===== config.mk =====
export PLATFORM = sky130hd
export DESIGN_NAME = axis_fifo
export DESIGN_NICKNAME = d
export VERILOG_FILES = /design/src/rtl/axis_pkg.sv /design/src/rtl/axis_fifo_mem.sv /design/src/rtl/axis_fifo.sv
export SDC_FILE = /design/constraint.sdc
export NUM_CORES = 1
export LEC_CHECK = 0
export BUFFER_PORTS_ARGS = -buffer_cell sky130_fd_sc_hd__buf_2
export CAP_MARGIN = 20
export CORE_ASPECT_RATIO = 0.8
export CORE_MARGIN = 2
export CORE_UTILIZATION = 59
export CTS_BUF_LIST = sky130_fd_sc_hd__clkbuf_4
export CTS_CLUSTER_DIAMETER = 60
export DETAILED_ROUTE_END_ITERATION = 8
export PLACE_DENSITY = 0.93
export SYNTH_ARGS = -nofsm -noshare
export SYNTH_HDL_FRONTEND = slang
export SYNTH_HIERARCHICAL = 1
export SYNTH_SLANG_ARGS = --single-unit

===== constraint.sdc =====
create_clock -name clk -period 5.35 [get_ports clk]
set_input_delay 1.3375 -clock clk [delete_from_list [all_inputs] [get_ports clk]]
set_output_delay 1.3375 -clock clk [all_outputs]
set_load 0.01 [all_outputs]

===== src/rtl/axis_pkg.sv =====
// Shared AXI-Stream definitions: default payload width and pointer-width helper.
package axis_pkg;

    localparam int AXIS_TDATA_WIDTH_DEFAULT = 32;

    // One extra bit beyond the address lets full and empty be told apart.
    function automatic int ptr_width(int depth);
        return $clog2(depth) + 1;
    endfunction

endpackage


===== src/rtl/axis_fifo_mem.sv =====
// FIFO storage: DEPTH x TDATA_WIDTH registers, synchronous write, asynchronous read, no reset.
module axis_fifo_mem #(
    parameter int TDATA_WIDTH = 32,
    parameter int DEPTH       = 4
) (
    input  logic                     clk,
    input  logic                     we,
    input  logic [$clog2(DEPTH)-1:0] waddr,
    input  logic [TDATA_WIDTH-1:0]   wdata,
    input  logic [$clog2(DEPTH)-1:0] raddr,
    output logic [TDATA_WIDTH-1:0]   rdata
);

    logic [TDATA_WIDTH-1:0] mem_q [DEPTH];

    always_ff @(posedge clk) begin
        if (we) begin
            mem_q[waddr] <= wdata;
        end
    end

    assign rdata = mem_q[raddr];

endmodule


===== src/rtl/axis_fifo.sv =====
// First-word-fall-through AXI-Stream FIFO with synchronous flush.
// Define AXIS_FIFO_COUNT_EN to add the `count` occupancy output.
module axis_fifo
    import axis_pkg::*;
#(
    parameter int TDATA_WIDTH = AXIS_TDATA_WIDTH_DEFAULT,
    parameter int DEPTH       = 4
) (
    input  logic                   clk,
    input  logic                   rst,
    input  logic                   axis_sif_tvalid,
    input  logic [TDATA_WIDTH-1:0] axis_sif_tdata,
    output logic                   axis_sif_tready,
    output logic                   axis_mif_tvalid,
    output logic [TDATA_WIDTH-1:0] axis_mif_tdata,
    input  logic                   axis_mif_tready,
    input  logic                   invalidate
`ifdef AXIS_FIFO_COUNT_EN
    ,
    output logic [ptr_width(DEPTH)-1:0] count
`endif
);

    localparam int PW = ptr_width(DEPTH);
    localparam int AW = PW - 1;

    if (DEPTH < 2 || (DEPTH & (DEPTH - 1)) != 0) begin : g_bad_depth
        $error("axis_fifo: DEPTH must be a power of two and at least 2");
    end

    logic [PW-1:0] wr_ptr_q, wr_ptr_d;
    logic [PW-1:0] rd_ptr_q, rd_ptr_d;
    logic          full;
    logic          empty;
    logic          push;
    logic          pop;

    // Flags come only from registered pointers, so tready never sees mif.tready.
    always_comb begin
        empty           = (wr_ptr_q == rd_ptr_q);
        full            = (wr_ptr_q[AW] != rd_ptr_q[AW]) &&
                          (wr_ptr_q[AW-1:0] == rd_ptr_q[AW-1:0]);
        axis_sif_tready = !full && !rst;
        axis_mif_tvalid = !empty && !rst;
        push            = axis_sif_tvalid && axis_sif_tready;
        pop             = axis_mif_tvalid && axis_mif_tready;
    end

    // A flush wins over any same-cycle push or pop; the pushed beat is simply dropped.
    always_comb begin
        wr_ptr_d = wr_ptr_q + PW'(push);
        rd_ptr_d = rd_ptr_q + PW'(pop);
        if (invalidate) begin
            wr_ptr_d = '0;
            rd_ptr_d = '0;
        end
    end

    always_ff @(posedge clk) begin
        if (rst) begin
            wr_ptr_q <= '0;
            rd_ptr_q <= '0;
        end else begin
            wr_ptr_q <= wr_ptr_d;
            rd_ptr_q <= rd_ptr_d;
        end
    end

    axis_fifo_mem #(
        .TDATA_WIDTH(TDATA_WIDTH),
        .DEPTH      (DEPTH)
    ) u_mem (
        .clk  (clk),
        .we   (push),
        .waddr(wr_ptr_q[AW-1:0]),
        .wdata(axis_sif_tdata),
        .raddr(rd_ptr_q[AW-1:0]),
        .rdata(axis_mif_tdata)
    );

`ifdef AXIS_FIFO_COUNT_EN
    assign count = rst ? '0 : (wr_ptr_q - rd_ptr_q);
`endif

endmodule

==> run_results.csv <==
group,metric,value,unit
clock_tree,cts_tree,"built",
cells_and_area,fill_cells,506,
yosys,synth_edf_count,128,
yosys,ys.flop_type,"edfxtp_1",
drt,met2_length,4.25,mm
yosys,netlist_area,0.00499,sq mm
drt,via_count,2324,
clock_tree,cts_resized,0,
cells_and_area,area_growth,14.5,%
clock_tree,clock-sinks,134,
critical_path,worstPathMaxFanout,18,
global_route,grt.overflow.total,0,
critical_path,crit_chain,"buf_4, mux4_1, buf_2",
floorplanning,std_cell_rows,29,
global_route,grt_pass1_wl,13.1,mm
sta,finalCritPeriodShare,0.702,
global_route,grt_usage,0.201,
yosys,ys_async_sr_fraction,0,
yosys,postSynthCellCount,200,
cells_and_area,drive_gt1_frac,0.470,
cells_and_area,regArea,0.00397,sq mm
drt,wl_met3,608,microns
sta,setup_viol,0,
sta,hold_slack,0.582,ns
clock_tree,post_cts.repair.setup_buffers,0,
drt,first_pass_iters,4,
sta,final-hold-violation-count,0,
clock_tree,clk_latency,0.52,ns
hold_path,holdCritPathClass,"register to register",
cells_and_area,fin_cells,407,
clock_tree,cts_buffers,17,
floorplanning,die_area,0.00921,sq mm
floorplanning,initial_core_util,0.619,
yosys,ys_seq_area_frac,0.795,
global_route,antenna_found_initial,1,
clock_tree,postCtsHoldBufs,0,
critical_path,critPathBufInv,2,
clock_tree,htree_levels,4,
global_route,grt_pass1_vias,2537,
sta,min_period,3.76,ns
floorplanning,fp.dieH,86.2,microns
place,numPortBuffers,70,
critical_path,crit_slowest_cell,"dfxtp_2",
critical_path,endpoint_kind,"output port",
sta,relSlewSlack,0.404,
clock_tree,clockBufferDepth,2,
yosys,synth.distinct_cells,19,
global_route,grt_max_degree,35,
sta,slew_viol_final,0,
drt,routedWlPerCell,20.5,microns
yosys,synth.avg_cell_area,24.9,sq um
drt,ant_nets,0,
sta,worst_pin_slew,0.895,ns
sta,grt_setup_unrepaired,"false",
drt,routed_wl,8.33,mm
outcome,status,"finished, final reports clean",
critical_path,crit_family,"flip-flops",
floorplanning,die_w,107,microns
sta,final.setup_skew,0.0151,ns
critical_path,required,4.01,ns
drt,wl_met1,3.39,mm
power_and_ir_drop,powerDensity,332,mW/mm^2
drt,drc,0,
power_and_ir_drop,power,1890,uW
critical_path,path_class,"register to output port",
drt,drt-vias-per-instance,5.71,
place,gp_routability_congestion,0.744,
yosys,synth_warnings,6,
yosys,ys_ff_latch,134,
floorplanning,io-pin-count,71,
floorplanning,core,0.00806,sq mm
cells_and_area,multi_input_area,940,sq um
clock_tree,clk_pin_slew_worst_paths,0.12,ns
cells_and_area,num-nets-final,326,
sta,final.setup.tns,0,ns
job,cap_violations,0,
place,placed_cells,374,
drt,dr.max_layer_used,"met4",
power_and_ir_drop,irDropWorstVdd,0.000221,V
sta,fmax,266,MHz
yosys,syn_nets,241,
drt,dr.first_iter.drc_count,99,
power_and_ir_drop,power.leakage,0.00193,uW
critical_path,critical_path.startpoint_type,"register",
place,place_hpwl,5.16,mm
critical_path,slowest_delay,0.71,ns
clock_tree,cts-root-buf,"clkbuf_4",
critical_path,cp.arrival,2.42,ns
## kinds of logic (layout without fill, tap and decap cells)
logic type / count (synthesis) / count (layout) / share of synthesized area
muxes: 32 / 32 / 0.146
adders and majority gates: 4 / 4 / 0.0100
AOI/OAI and AO/OA: 4 / 4 / 0.00602
xor gates and xnor gates: 6 / 6 / 0.0105
other: 0 / 1 / 0
and+or+nand+nor: 11 / 11 / 0.0140
buffers and inverters: 9 / 107 / 0.0188
DFF: 134 / 134 / 0.795
## final cells by class
type / instances / share of cell area
Antenna cell: 1 / 0.000438
Clock buffer: 18 / 0.0237
Clock inverter: 14 / 0.0267
Inverter: 2 / 0.00131
Multi-Input combinational cell: 57 / 0.165
Sequential cell: 134 / 0.694
Tap cell: 108 / 0.0237
Timing Repair Buffer: 73 / 0.0653
## worst register-to-register path, delay by kind of cell (launching register included)
| kind | cells | cell delay [ns] |
|---|---|---|
| AO/OA/AOI/OAI | 1 | 0.50 |
| XOR/XNOR | 1 | 0.26 |
| flip-flops | 1 | 0.94 |
| AND/OR/NAND/NOR | 1 | 0.87 |
## metal layers
| metal | up-vias | track usage |
|---|---|---|
| li1 | 1028 | - |
| met1 | 1191 | 0.247 |
| met2 | 95 | 0.335 |
| met3 | 10 | 0.0692 |
| met4 | 0 | 0.0826 |
| met5 | - | 0 |
## cells in the final DEF, fill, tap and decap left out, drive strengths merged, types with 3 or more instances in the layout
cell	count
xnor2	5
edfxtp	128
dfxtp	6
ha	4
clkinv	6
clkinvlp	3
clkbuf	18
and2	4
mux4	32
buf	73
inv	5
## registers in the layout (all words and copies together), names as in the netlist
name and count:
rd_ptr_q 3, u_mem/mem_q 128, wr_ptr_q 3
## report_power, final
group | leakage, uW | total, uW | switching (uW) | internal, uW
clock | 0.000147 | 658 | 372 | 287
combinational | 0.000569 | 68.7 | 37.7 | 31.0
sequential | 0.00121 | 1170 | 4.59 | 1160
total | 0.00193 | 1890 | 414 | 1480
## path summary, 6_finish.rpt
kind | startpoint | endpoint | slack [ns] | depth (start not counted)
worst max-delay path | rd_ptr_q[0] | axis_mif_tdata[31] | 1.59 | 3
worst max register to register | rd_ptr_q[1] | u_mem/mem_q[1][6] | 2.40 | 3
worst min-delay path | rd_ptr_q[2] | rd_ptr_q[2] | 0.58 | 2
worst min register to register | rd_ptr_q[2] | rd_ptr_q[2] | 0.58 | 2
## per-stage QoR
step,utilization,instance area (sq um),worst slack [ns]
floorplan,-,4990,0.711
global placement,0.673,5420,2.08
detailed placement,0.673,5420,2.07
CTS,0.709,5710,1.48
global route,0.709,5710,1.37
finish,0.709,5710,1.59
## cells in the mapped netlist (3+ instances only)
master    count  area (sq um)
mux4_2       30           676
ha_1          4          50.1
dfxtp_1       6           120
and2_1        4          25.0
buf_2         3          15.0
buf_12        3          60.1
xnor2_1       5          43.8
edfxtp_1    128          3840
No activity file was read; power rests on OpenSTA's default activity.
